--- src/rtl/klp32_pkg.sv ---
// ============================================================================
// Module : klp32_pkg
// Brief  : Shared KLP32 front-end definitions: immediate-select encodings,
//          base opcodes, the canonical NOP, the fetch entry record and the
//          opcode -> immediate-select predecoder.
// Rev    : 1.0  initial release
// ============================================================================
`default_nettype none

package klp32_pkg;

  // Immediate generator select; also consumed by the decoder.
  typedef enum logic [2:0] {
    IMM_I    = 3'b000,
    IMM_S    = 3'b001,
    IMM_B    = 3'b010,
    IMM_U    = 3'b011,
    IMM_J    = 3'b100,
    IMM_NONE = 3'b111
  } imm_sel_e;

  localparam logic [6:0] OPC_LOAD   = 7'b0000011;
  localparam logic [6:0] OPC_OP_IMM = 7'b0010011;
  localparam logic [6:0] OPC_AUIPC  = 7'b0010111;
  localparam logic [6:0] OPC_STORE  = 7'b0100011;
  localparam logic [6:0] OPC_OP     = 7'b0110011;
  localparam logic [6:0] OPC_LUI    = 7'b0110111;
  localparam logic [6:0] OPC_BRANCH = 7'b1100011;
  localparam logic [6:0] OPC_JALR   = 7'b1100111;
  localparam logic [6:0] OPC_JAL    = 7'b1101111;
  localparam logic [6:0] OPC_SYSTEM = 7'b1110011;

  localparam logic [31:0] NOP_INSTR = 32'h0000_0013;

  // One buffered instruction as presented to decode.
  typedef struct packed {
    logic [31:0] instr;
    logic [31:0] pc;
    imm_sel_e    imm_sel;
  } fetch_entry_t;

  function automatic imm_sel_e predecode_imm_sel(input logic [6:0] opc);
    imm_sel_e sel;
    case (opc)
      OPC_OP_IMM, OPC_LOAD, OPC_JALR, OPC_SYSTEM: sel = IMM_I;
      OPC_STORE:                                  sel = IMM_S;
      OPC_BRANCH:                                 sel = IMM_B;
      OPC_LUI, OPC_AUIPC:                         sel = IMM_U;
      OPC_JAL:                                    sel = IMM_J;
      default:                                    sel = IMM_NONE;
    endcase
    return sel;
  endfunction

endpackage

`default_nettype wire

--- src/rtl/fetch_fifo.sv ---
// ============================================================================
// Module : fetch_fifo
// Brief  : Small synchronous FIFO with synchronous flush, occupancy count and
//          full/empty flags. A push is accepted while full if a pop happens
//          in the same cycle (full-throughput operation).
// Ports  : clk, rst (async, active-high), flush_i, push_i, wdata_i, pop_i,
//          rdata_o (head, valid when !empty_o), count_o, full_o, empty_o
// Rev    : 1.0  initial release
// ============================================================================
`default_nettype none

module fetch_fifo #(
  parameter int WIDTH = 32,
  parameter int DEPTH = 2      // power of 2, >= 2
) (
  input  logic                     clk,
  input  logic                     rst,
  input  logic                     flush_i,
  input  logic                     push_i,
  input  logic [WIDTH-1:0]         wdata_i,
  input  logic                     pop_i,
  output logic [WIDTH-1:0]         rdata_o,
  output logic [$clog2(DEPTH):0]   count_o,
  output logic                     full_o,
  output logic                     empty_o
);

  localparam int PTR_W = $clog2(DEPTH);
  localparam int CNT_W = PTR_W + 1;

  logic [WIDTH-1:0] mem_q [DEPTH];
  logic [PTR_W-1:0] wr_ptr_q, wr_ptr_d;
  logic [PTR_W-1:0] rd_ptr_q, rd_ptr_d;
  logic [CNT_W-1:0] count_q,  count_d;
  logic             do_push,  do_pop;

  assign empty_o = (count_q == '0);
  assign full_o  = (count_q == CNT_W'(DEPTH));
  assign count_o = count_q;
  assign rdata_o = mem_q[rd_ptr_q];

  assign do_pop  = pop_i && !empty_o;
  assign do_push = push_i && (!full_o || do_pop);

  always_comb begin
    wr_ptr_d = wr_ptr_q;
    rd_ptr_d = rd_ptr_q;
    count_d  = count_q;
    if (flush_i) begin
      wr_ptr_d = '0;
      rd_ptr_d = '0;
      count_d  = '0;
    end else begin
      // DEPTH is a power of 2, so pointers wrap naturally.
      if (do_push) wr_ptr_d = wr_ptr_q + 1'b1;
      if (do_pop)  rd_ptr_d = rd_ptr_q + 1'b1;
      case ({do_push, do_pop})
        2'b10:   count_d = count_q + 1'b1;
        2'b01:   count_d = count_q - 1'b1;
        default: count_d = count_q;
      endcase
    end
  end

  always_ff @(posedge clk or posedge rst) begin
    if (rst) begin
      wr_ptr_q <= '0;
      rd_ptr_q <= '0;
      count_q  <= '0;
    end else begin
      wr_ptr_q <= wr_ptr_d;
      rd_ptr_q <= rd_ptr_d;
      count_q  <= count_d;
    end
  end

  // Storage needs no reset: contents are only observed when count_q > 0.
  always_ff @(posedge clk) begin
    if (do_push && !flush_i) mem_q[wr_ptr_q] <= wdata_i;
  end

endmodule

`default_nettype wire

--- src/rtl/instr_fetch_unit.sv ---
// ============================================================================
// Module : instr_fetch_unit
// Brief  : KLP32 fetch stage. Owns the PC, issues word reads to instruction
//          memory, buffers in-order responses and hands {instr, pc, imm_sel}
//          to decode over valid/ready. Execute redirects flush the wrong path
//          and drop responses still in flight.
// Ports  : clk, rst (async, active-high)
//          imem_req_valid/ready/addr   fetch request channel
//          imem_rsp_valid/data         in-order read responses
//          redirect_valid/pc           branch/jump target from execute
//          id_valid/ready/instr/pc/imm_sel  decode interface
//          stall_cycles                present only with IF_PERF_CNT_EN
// Config : define IF_PERF_CNT_EN to add the saturating stall_cycles counter
//          (cycles with id_ready=1 and id_valid=0).
// Rev    : 1.0  initial release
// ============================================================================
`default_nettype none

module instr_fetch_unit
  import klp32_pkg::*;
#(
  parameter logic [31:0] RESET_PC  = 32'h0000_0000,
  parameter int          BUF_DEPTH = 2      // power of 2, >= 2
) (
  input  logic        clk,
  input  logic        rst,
  output logic        imem_req_valid,
  input  logic        imem_req_ready,
  output logic [31:0] imem_req_addr,
  input  logic        imem_rsp_valid,
  input  logic [31:0] imem_rsp_data,
  input  logic        redirect_valid,
  input  logic [31:0] redirect_pc,
  output logic        id_valid,
  input  logic        id_ready,
  output logic [31:0] id_instr,
  output logic [31:0] id_pc,
  output logic [2:0]  id_imm_sel
`ifdef IF_PERF_CNT_EN
  ,
  output logic [31:0] stall_cycles
`endif
);

  localparam int          CW    = $clog2(BUF_DEPTH) + 1;
  localparam int          EW    = $bits(fetch_entry_t);
  localparam logic [CW:0] LIMIT = (CW+1)'(BUF_DEPTH);

  logic [31:0]   pc_q,    pc_d;
  logic [CW-1:0] outst_q, outst_d;
  logic [CW-1:0] drop_q,  drop_d;

  logic          req_fire, rsp_keep, id_fire;
  logic [CW:0]   inflight;
  logic [31:0]   aq_head;
  logic [CW-1:0] aq_count, if_count;
  logic          aq_full, aq_empty, if_full, if_empty;
  fetch_entry_t  ent_in, ent_out;
  logic [EW-1:0] ent_out_raw;

  // Requests plus buffered instructions never exceed BUF_DEPTH, so every
  // response always has a FIFO slot waiting for it.
  assign inflight       = {1'b0, outst_q} + {1'b0, if_count};
  assign imem_req_valid = !rst && !redirect_valid && (inflight < LIMIT);
  assign imem_req_addr  = pc_q;
  assign req_fire       = imem_req_valid && imem_req_ready;

  // A response is kept only if it is not owed to a dropped (wrong-path)
  // request and no redirect is flushing this cycle.
  assign rsp_keep = imem_rsp_valid && (drop_q == '0) && !redirect_valid;
  assign id_fire  = id_valid && id_ready;

  always_comb begin
    pc_d    = pc_q;
    drop_d  = drop_q;
    outst_d = outst_q + CW'(req_fire) - CW'(imem_rsp_valid);
    if (redirect_valid) begin
      pc_d   = {redirect_pc[31:2], 2'b00};
      // Everything still outstanding after this cycle is wrong-path.
      drop_d = outst_d;
    end else begin
      if (req_fire) pc_d = pc_q + 32'd4;
      if (imem_rsp_valid && (drop_q != '0)) drop_d = drop_q - 1'b1;
    end
  end

  always_ff @(posedge clk or posedge rst) begin
    if (rst) begin
      pc_q    <= RESET_PC;
      outst_q <= '0;
      drop_q  <= '0;
    end else begin
      pc_q    <= pc_d;
      outst_q <= outst_d;
      drop_q  <= drop_d;
    end
  end

  // Addresses of issued requests, matched in order against responses.
  fetch_fifo #(
    .WIDTH (32),
    .DEPTH (BUF_DEPTH)
  ) u_addr_q (
    .clk     (clk),
    .rst     (rst),
    .flush_i (redirect_valid),
    .push_i  (req_fire),
    .wdata_i (pc_q),
    .pop_i   (rsp_keep),
    .rdata_o (aq_head),
    .count_o (aq_count),
    .full_o  (aq_full),
    .empty_o (aq_empty)
  );

  assign ent_in = '{instr:   imem_rsp_data,
                    pc:      aq_head,
                    imm_sel: predecode_imm_sel(imem_rsp_data[6:0])};

  fetch_fifo #(
    .WIDTH (EW),
    .DEPTH (BUF_DEPTH)
  ) u_instr_q (
    .clk     (clk),
    .rst     (rst),
    .flush_i (redirect_valid),
    .push_i  (rsp_keep),
    .wdata_i (ent_in),
    .pop_i   (id_fire),
    .rdata_o (ent_out_raw),
    .count_o (if_count),
    .full_o  (if_full),
    .empty_o (if_empty)
  );

  assign ent_out    = fetch_entry_t'(ent_out_raw);
  assign id_valid   = !if_empty;
  assign id_instr   = if_empty ? NOP_INSTR : ent_out.instr;
  assign id_pc      = if_empty ? 32'h0000_0000 : ent_out.pc;
  assign id_imm_sel = if_empty ? IMM_NONE : ent_out.imm_sel;

  // Flags reported by the FIFOs that this block does not need.
  logic w_unused_flags;
  assign w_unused_flags = &{1'b0, aq_full, aq_empty, aq_count, if_full};

`ifdef IF_PERF_CNT_EN
  logic [31:0] stall_q;

  always_ff @(posedge clk or posedge rst) begin
    if (rst) begin
      stall_q <= '0;
    end else if (id_ready && !id_valid && (stall_q != 32'hFFFF_FFFF)) begin
      stall_q <= stall_q + 32'd1;
    end
  end

  assign stall_cycles = stall_q;
`endif

endmodule

`default_nettype wire
--- config.mk ---
export PLATFORM = sky130hd
export DESIGN_NAME = instr_fetch_unit
export DESIGN_NICKNAME = d
export VERILOG_FILES = /design/src/rtl/klp32_pkg.sv /design/src/rtl/fetch_fifo.sv /design/src/rtl/instr_fetch_unit.sv
export SDC_FILE = /design/constraint.sdc
export NUM_CORES = 1
export LEC_CHECK = 0
export BUFFER_PORTS_ARGS = -buffer_cell sky130_fd_sc_hd__buf_2
export CAP_MARGIN = 20
export CORE_ASPECT_RATIO = 2
export CORE_UTILIZATION = 50
export CTS_CLUSTER_DIAMETER = 50
export DETAILED_ROUTE_END_ITERATION = 8
export PLACE_DENSITY = 0.73
export SYNTH_ARGS = -nofsm -noshare
export SYNTH_HDL_FRONTEND = slang
export SYNTH_SLANG_ARGS = --single-unit
--- constraint.sdc ---
create_clock -name clk -period 4.93 [get_ports clk]
set_input_delay 0.2465 -clock clk [delete_from_list [all_inputs] [get_ports clk]]
set_output_delay 0.2465 -clock clk [all_outputs]
set_load 0.01 [all_outputs]
==> results of run 1 <==
==> final cells by class <==
type | count | area [um^2]
clock inverter | 8 | 111.4
inverter | 12 | 45.04
tap | 255 | 319.1
sequential | 232 | 6760
clock buffer | 28 | 561.8
fill | 1452 | 6990
timing repair buffer | 225 | 1405
multi-input combinational | 402 | 2729
==> routing by layer <==
metal	global-route usage	wire (um)
met1	0.2014	7221
met2	0.3937	11220
met3	0.02284	749
met4	0.09769	749
met5	0	0
==> path summary, 6_finish.rpt <==
path	start	end	slack (ns)	depth (start not counted)
setup / recovery	u_instr_q.count_o[0]	u_addr_q.mem_q[1][16]	1.75	7
hold / removal	redirect_pc[11]	imem_req_addr[11]	0.002	3
setup reg to reg	u_instr_q.count_o[0]	u_addr_q.mem_q[1][16]	1.75	7
hold reg to reg	u_addr_q.wr_ptr_q	u_addr_q.wr_ptr_q	0.51	1
max in group asynchronous	rst	u_instr_q.rd_ptr_q	4.01	4
min in group asynchronous	rst	imem_req_addr[16]	0.49	4
==> cells in the final DEF, fill, tap and decap left out, types with 5 or more instances in the layout <==
cell type	instances
a21oi_1	10
a221o_1	5
a41oi_1	5
and2_1	5
and3_1	6
buf_2	164
buf_4	11
clkbuf_1	6
clkbuf_16	21
dfrtp_1	41
dlygate4sd3_1	49
edfxtp_1	190
inv_1	10
mux2_2	30
mux2i_1	68
nand2_1	45
nand3_1	21
nand4_1	10
nor2_1	80
nor3_1	6
o211ai_1	9
o21ai_0	24
o311ai_0	5
==> power breakdown <==
group	leakage [nW]	internal (mW)	switching [mW]
sequential	2.24	2.31	0.123
clock	0.328	0.953	0.638
combinational	1.86	0.256	0.339
==> synth_stat cells (4+ instances only) <==
cell type / count / area, um^2
edfxtp_1: 190 / 5705
nor2_1: 83 / 311.6
mux2i_1: 68 / 680.7
nand2_1: 45 / 168.9
dfrtp_1: 42 / 1051
mux2_2: 30 / 337.8
o21ai_0: 24 / 120.1
nand3_1: 21 / 105.1
clkbuf_1: 18 / 67.56
a21oi_1: 10 / 50.05
inv_1: 10 / 37.54
nand4_1: 10 / 62.56
o211ai_1: 9 / 67.56
buf_2: 7 / 35.03
and2_1: 6 / 37.54
and3_1: 6 / 37.54
buf_4: 6 / 45.04
nor3_1: 6 / 30.03
a221o_1: 5 / 50.05
a41oi_1: 5 / 43.79
buf_1: 5 / 18.77
nor4_1: 5 / 31.28
o311ai_0: 5 / 43.79
a22oi_1: 4 / 30.03
ha_1: 4 / 50.05
o21ai_1: 4 / 20.02
xnor2_1: 4 / 35.03
==> critical path: cells and delay by family (launching register included) <==
family | cells | cell delay (ns)
simple gates | 4 | 1.21
flops | 1 | 0.45
fa+ha+maj | 1 | 0.48
compound gates | 1 | 0.31
buf+inv | 1 | 0.37
==> registers in the layout, indices dropped and copies added (netlist names), 2 cells and up <==
register	cells
u_instr_q.count_o	2
drop_q	2
u_addr_q.count_o	2
u_instr_q.mem_q	130
u_addr_q.mem_q	60
outst_q	2
imem_req_addr	30
==> cells by family after synthesis <==
kind of cell,share of synthesized area
adder cells (fa/ha/maj),0.007230
XOR/XNOR,0.006326
buffers and inverters,0.02530
other,0.0003869
AO/OA/AOI/OAI,0.05964
multiplexers,0.1051
flip-flops,0.6971
AND/OR/NAND/NOR,0.09889
==> metrics by stage <==
stage	instances	area, um^2	util	power [mW]
floorplan	685	9703	-	2.819
global placement	1076	10760	0.5685	3.013
detailed placement	1077	10770	0.5691	3.039
CTS	1162	11930	0.6306	4.660
global route	1162	11930	0.6306	4.807
finish	1162	11930	0.6306	4.617
==> repair_timing <==
action,CTS,global route
setup endpoints to repair,0,0
hold buffers,49,0
endpoints found under the hold margin,118,0
==> impl_metrics.tcl, run 1 <==
set metrics [dict create \
    gr-total-overflow 0 \
    crit_chain "and2_1, fa_1, nor4_4, and2_1, o21ai_0, nor2_2, buf_4" \
    worst_slack_ns 1.755 \
    grt_pass1_wl_mm 30.91 \
    num_antenna_cells 0 \
    dp_hpwl_mm 12.90 \
    drtAntennaViolNets 0 \
    critPathLaunchType "flop" \
    cts_buffer_depth 3 \
    path_class "flop to flop" \
    initial_core_util 0.5122 \
    drive_gt1_frac 0.2690 \
    p_leak_nw 4.434 \
    crit_path_end_kind "flop" \
    fin_hold_ws_ns 0.002474 \
    synthArstFlopShare 0.1810 \
    timing.final.crit_share 0.6441 \
    io_pins 171 \
    antenna_found_initial 0 \
    die_height_um 198.9 \
    cpPeakStageDelay_ns 0.48 \
    critPathArrivalTime_ns 3.31 \
    totalWireLength_mm 19.94 \
    status "finished clean" \
    cts_root_buf "clkbuf_16" \
    clk_latency_ns 0.49 \
    coreArea_um2 18920 \
    ys_types 58 \
    power.density_nw_per_um2 386.9 \
    die_x_um 100.4 \
    area_delta_synth_final_pct 23.11 \
    pre_cts_slack_ns 1.754 \
    place_congestion 0.8315 \
    hp-class "input port to flop" \
    via_per_inst 5.416 \
    h-tree-depth 1 \
    dieArea_um2 19980 \
    cp_max_fo 30 \
    cts_tree "built" \
    final.min_clock_period_ns 3.175 \
    path_common_cell "and2_1" \
    portBuffers 164 \
    grt_pass1_vias 6369 \
    setup-violations-final 0 \
    first_pass_iters 4 \
    clk_pin_slew_ns 0.07 \
    syn_avg_cell_area_um2 14.21 \
    hold_viol_final 0 \
    ys_seq_area_frac 0.6971 \
    fin_nets 968 \
    maxCapViolations 0 \
    timing.setup.tns_ns 0 \
    post-cts-setup-buffers 0 \
    drv_slew 0 \
    synth_warnings 0 \
    route.vias.total 6293 \
    required_ns 5.07 \
    clock_sinks 232 \
    synth_enable_flop_cells 190 \
    wire_per_inst_um 17.16 \
    drt_iter0_markers 239 \
    synthFlopType "edfxtp_1" \
    grt_max_degree 61 \
    ir_worst_vdd_mv 0.2713 \
    cts-buffers-inserted 20 \
    finClkSkew_ns 0.01083 \
    rsz0062_at_grt "no" \
    cts_resized 0 \
    synth.ff_latch_count 232 \
    max_freq_ghz 0.3149 \
    netlist_instances 682 \
    rows 71 \
    syn_area_um2 9692 \
    slew_headroom 0.3976 \
    cp_slowest_cell "fa_1" \
    grt_util_all_layers 0.2000 \
    tightest_slew_ns 0.9036 \
    drc 0 \
]
No activity file was read; power rests on OpenSTA's default activity.
==> inputs of run 2 (changes only) <==
CORE_UTILIZATION = 56   (was 50)
PLACE_DENSITY = 0.78   (was 0.73)
clock period = 3.1 ns   (was 4.93 ns; I/O delays follow)
==> impl_metrics.tcl, run 2 (synthesis gave the netlist of run 1 again) <==
set metrics [dict create \
    r2r_slack_ns 0.25 \
    initial_core_util 0.5752 \
    drv_slew 0 \
    p_int_mw 5.561 \
    gr-total-overflow 0 \
    rows 67 \
    drt_iter0_markers 344 \
    max_freq_ghz 0.3515 \
    grt_pass1_wl_mm 32.13 \
    p_sw_frac 0.2424 \
    hp-class "input port to flop" \
    required_ns 3.49 \
    via_per_inst 5.717 \
    cts_buffer_depth 3 \
    io_pins 171 \
    critPathArrivalTime_ns 3.23 \
    crit_chain "and2_1, fa_1, nor4_4, and2_1, inv_2, ha_1, inv_1, ha_1, xnor2_1, xnor2_1, nand2_1, o21ai_0" \
    dp_cells 1034 \
    final.min_clock_period_ns 2.845 \
    timing.final.crit_share 0.9178 \
    cts_tree "built" \
    first_pass_iters 4 \
    slew_headroom 0.4638 \
    drc 0 \
    reg2reg_from "u_instr_q.count_o[0]" \
    clk_latency_ns 0.48 \
    grt_util_all_layers 0.2321 \
    layout_commonest_cell "edfxtp_1" \
    num_antenna_cells 0 \
    totalWireLength_mm 20.31 \
    final_core_util 0.7169 \
    dieArea_um2 17870 \
    regMostFlops "u_instr_q.mem_q" \
    cts-buffers-inserted 19 \
    wire_per_inst_um 17.99 \
    cpPeakStageDelay_ns 0.48 \
    cp_slowest_cell "fa_1" \
    antenna_found_initial 0 \
    path_delay_family "adder cells" \
    critPathLaunchType "flop" \
    p_leak_nw 4.515 \
    min_from "redirect_pc[7]" \
    finClkSkew_ns 0.008908 \
    final_cell_mix "190 x edfxtp_1, 164 x buf_2, 80 x nor2_1, 68 x mux2i_1, 62 x dlygate4sd3_1" \
    holdPathStages 4 \
    power.density_nw_per_um2 607.7 \
    min_to "imem_req_addr[7]" \
    cp_max_fo 6 \
    timing.setup.tns_ns 0 \
    largest_reg_flops 130 \
    coreArea_um2 16850 \
    rsz0062_at_grt "no" \
    dp_hpwl_mm 13.50 \
    portBuffers 164 \
    clockPowerShare 0.338 \
    layoutNonFillerInstCount 1129 \
    route.vias.total 6455 \
    path_class "flop to flop" \
    worst_slack_ns 0.2547 \
    die_x_um 95.03 \
    area_delta_synth_final_pct 24.64 \
    grt_pass1_vias 6600 \
    clk_pin_slew_ns 0.07 \
    rr_worst_depth 12 \
    crit_path_end_kind "flop" \
    cts_root_buf "clkbuf_16" \
    drtAntennaViolNets 0 \
    tightest_slew_ns 0.8013 \
    die_height_um 188.0 \
    pre_cts_slack_ns 0.2862 \
    maxCapViolations 0 \
    power_switching_mw 1.780 \
    drive_gt1_frac 0.2690 \
    fin_nets 985 \
    status "finished clean" \
    place_congestion 0.8837 \
    ir_worst_vdd_mv 0.5414 \
    seq_power_share 0.525 \
    r2r_end "drop_q[1]" \
    grt_max_degree 66 \
    setup-violations-final 0 \
    comb_power_share 0.137 \
    clock_sinks 232 \
    cp_num_buf_inv 2 \
    hold_viol_final 0 \
    h-tree-depth 1 \
]
-- run 2: routing by layer --
layer  vias to the layer above  routed length, um  global-route usage
met5                         -                  0                   0
met4                         0                740             0.09557
met3                        53               1000             0.02717
met2                       247              11320              0.4380
met1                      3141               7256              0.2531
li1                       3014                  -                   -
-- run 2: worst max-delay path by stage --
stage                            end  slack (ns)                 start  cells past startpoint
2_1_floorplan  u_addr_q.mem_q[1][10]       -0.16  u_instr_q.count_o[0]                      8
3_3_place_gp               drop_q[1]        0.44  u_instr_q.count_o[0]                     12
3_5_place_dp               drop_q[1]        0.29  u_instr_q.count_o[0]                     12
4_1_cts                    drop_q[1]        0.26  u_instr_q.count_o[0]                     12
5_1_grt                    drop_q[1]        0.06  u_instr_q.count_o[0]                     12
6_report                   drop_q[1]        0.25  u_instr_q.count_o[0]                     12
-- run 2: tightest hold or removal path, cell delays in order --
cell and delay, ns:
buf_2 0.09, nand2_1 0.04, o21ai_0 0.07, a31o_2 0.11
-- run 2: through the flow --
step	total power [mW]	cell area [um^2]	hold slack (ns)
2_1_floorplan	4.477	9717	0.2539
3_3_place_gp	4.786	10790	0.3118
3_5_place_dp	4.860	10820	0.3094
4_1_cts	7.380	12080	0.001279
5_1_grt	7.621	12080	0.01744
6_report	7.341	12080	0.01205
-- run 2: timing repair --
action                    4_1_cts  5_1_grt
resized for setup               0        0
buffers inserted                0        0
hold endpoints to repair      110        0
hold buffers                   62        0
-- run 2: cell type report --
cell class	instances	area (um^2)
Fill cell	1098	4770
Timing Repair Buffer	243	1652
Tap cell	207	259.0
Inverter	12	45.04
Sequential cell	232	6760
Clock inverter	6	106.4
Clock buffer	27	535.5
Multi-Input combinational cell	402	2723
-- run 2: power by group through the flow --
| stage | clock [mW] | combinational (mW) | sequential, mW |
|---|---|---|---|
| floorplan | 0 | 0.601 | 3.88 |
| global placement | 0 | 0.887 | 3.90 |
| detailed placement | 0 | 0.943 | 3.92 |
| CTS | 2.52 | 1.01 | 3.85 |
| global route | 2.63 | 1.11 | 3.88 |
| finish | 2.48 | 1.01 | 3.85 |
==> inputs of run 3 (changes only) <==
--- a/config.mk
+++ b/config.mk
@@ -9,8 +9,8 @@
 export CAP_MARGIN = 20
 export CORE_ASPECT_RATIO = 2
-export CORE_UTILIZATION = 56
+export CORE_UTILIZATION = 40
 export CTS_CLUSTER_DIAMETER = 50
 export DETAILED_ROUTE_END_ITERATION = 8
-export PLACE_DENSITY = 0.78
+export PLACE_DENSITY = 0.58
 export SYNTH_ARGS = -nofsm -noshare
 export SYNTH_HDL_FRONTEND = slang
==> constraint.sdc (replaced) <==
create_clock -name clk -period 3.1 [get_ports clk]
set_input_delay 0 -clock clk [delete_from_list [all_inputs] [get_ports clk]]
set_output_delay 0 -clock clk [all_outputs]
set_load 0.01 [all_outputs]
==> impl_metrics.tcl, run 3 (synthesis gave the netlist of run 1 again) <==
set metrics [dict create \
    status "finished with violations" \
    failed_checks "DRC" \
    cts-buffers-inserted 21 \
    crit_path_end_kind "flop" \
    required_ns 3.55 \
    power.density_nw_per_um2 597.8 \
    portBuffers 164 \
    finClkSkew_ns 0.009890 \
    via_per_inst 5.126 \
    p_sw_frac 0.2488 \
    seq_power_share 0.523 \
    totalWireLength_mm 21.06 \
    die_x_um 112.1 \
    critPathLaunchType "flop" \
    num_antenna_cells 0 \
    path_common_cell "and2_1" \
    post-cts-setup-buffers 0 \
    worst_slack_ns 0.1730 \
    max_freq_ghz 0.3416 \
    final_cell_mix "190 x edfxtp_1, 164 x buf_2, 79 x nor2_1, 78 x dlygate4sd3_1, 68 x mux2i_1" \
    grt_util_all_layers 0.1703 \
    final.min_clock_period_ns 2.927 \
    path_class "flop to flop" \
    cts_tree "built" \
    coreArea_um2 23820 \
    grt_max_degree 66 \
    place_congestion 0.7932 \
    setup-violations-final 0 \
    rows 80 \
    clk_latency_ns 0.51 \
    cpPeakStageDelay_ns 0.59 \
    maxCapViolations 0 \
    clk_pin_slew_ns 0.06 \
    dp_cells 1116 \
    area_delta_synth_final_pct 27.61 \
    p_int_mw 5.554 \
    pre_cts_slack_ns 0.3430 \
    h-tree-depth 1 \
    clock_sinks 232 \
    cp_num_buf_inv 3 \
    drtAntennaViolNets 0 \
    path_delay_family "buffers and inverters" \
    seq_area_um2 6760 \
    io_pins 171 \
    gr-total-overflow 0 \
    layout_commonest_cell "edfxtp_1" \
    power_switching_mw 1.840 \
    dieArea_um2 24890 \
    cts_buffer_depth 3 \
    drc 10 \
    drv_slew 0 \
    slew_headroom 0.4341 \
    fillCellCount 2052 \
    multi_input_area_um2 2731 \
    final_core_util 0.5192 \
    clockPowerShare 0.341 \
    grt_pass1_vias 6380 \
    route.vias.total 6315 \
    ir_worst_vdd_mv 0.3232 \
    first_pass_iters 7 \
    drt_iter0_markers 226 \
    hold_viol_final 0 \
    dp_hpwl_mm 13.78 \
    tightest_slew_ns 0.8479 \
    fin_nets 1005 \
    hp-class "input port to flop" \
    timing.final.crit_share 0.9442 \
    antenna_found_initial 0 \
    rsz0062_at_grt "no" \
    critPathArrivalTime_ns 3.38 \
    comb_power_share 0.136 \
    drive_gt1_frac 0.2730 \
    wire_per_inst_um 17.09 \
    cts_root_buf "clkbuf_16" \
    crit_chain "and2_1, fa_1, nor4_4, and2_1, inv_2, buf_4, o311ai_1, dlygate4sd3_1" \
    largest_reg_flops 130 \
    cp_slowest_cell "dlygate4sd3_1" \
    initial_core_util 0.4068 \
    die_height_um 222.1 \
    layoutNonFillerInstCount 1232 \
    cp_max_fo 29 \
    p_leak_nw 4.599 \
    grt_pass1_wl_mm 33.03 \
    regMostFlops "u_instr_q.mem_q" \
    p_total_mw 7.394 \
    timing.setup.tns_ns 0 \
]
-- run 3: changes by cell type in the layout (fill, tap and decap cells not counted), sizes merged --
cell         change
clkbuf           +5
buf              +2
bufinv           -3
dlygate4sd3     +16
clkinv           +2
inv              +1
-- run 3: worst paths after layout --
kind | from | endpoint | slack (ns) | depth (start not counted)
max | u_instr_q.count_o[0] | imem_req_addr[5] | 0.17 | 8
min | imem_req_ready | u_addr_q.count_o[1] | 0.16 | 3
max reg2reg | u_instr_q.count_o[0] | imem_req_addr[5] | 0.17 | 8
min reg2reg | u_addr_q.wr_ptr_q | u_addr_q.wr_ptr_q | 0.50 | 1
max in group asynchronous | rst | imem_req_addr[28] | 2.03 | 4
min in group asynchronous | rst | outst_q[1] | 0.23 | 3
-- run 3: metrics by stage --
step,instance area [um^2],hold slack [ns]
global placement,10910,0.1881
global route,12370,0.1762
CTS,12370,0.1140
floorplan,9717,0.03600
finish,12370,0.1552
detailed placement,10910,0.1913
-- run 3: area by class of cell --
cell class              count  area share
repair buffers            261      0.1451
clock buffers              32     0.05159
clock inverters             6    0.003237
well taps                 287     0.02903
inverters                  12    0.003642
multi-input cells         402      0.2208
flip-flops and latches    232      0.5466
-- run 3: what timing repair did --
action | 4_1_cts | 5_1_grt
setup endpoints to repair | 0 | 2
resized for setup | 0 | 1
hold buffers | 78 | 0
hold endpoints to repair | 127 | 0
-- run 3: routing by layer --
metal  vias to the layer above  GRT usage  wire [um]
met1                      3056     0.1771       7777
met4                         0    0.07269        634
met5                         -          0          0
met2                       161     0.3350      11810
li1                       3058          -          -
met3                        40    0.02050        831
-- run 3: worst reg2reg max path, delay by kind of cell (launching register included) --
kind | cells | cell delay (ns)
AOI/OAI and AO/OA | 1 | 0.31
buffers and inverters | 3 | 0.90
DFF | 1 | 0.44
and+or+nand+nor | 3 | 0.73
adders and majority gates | 1 | 0.48
-- run 3: power groups by stage --
stage	clock, mW	combinational [mW]	sequential, mW
2_1_floorplan	0	0.601	3.88
4_1_cts	2.60	1.03	3.87
5_1_grt	2.69	1.12	3.89
3_5_place_dp	0	0.944	3.93
3_3_place_gp	0	0.925	3.92
6_report	2.52	1.01	3.87
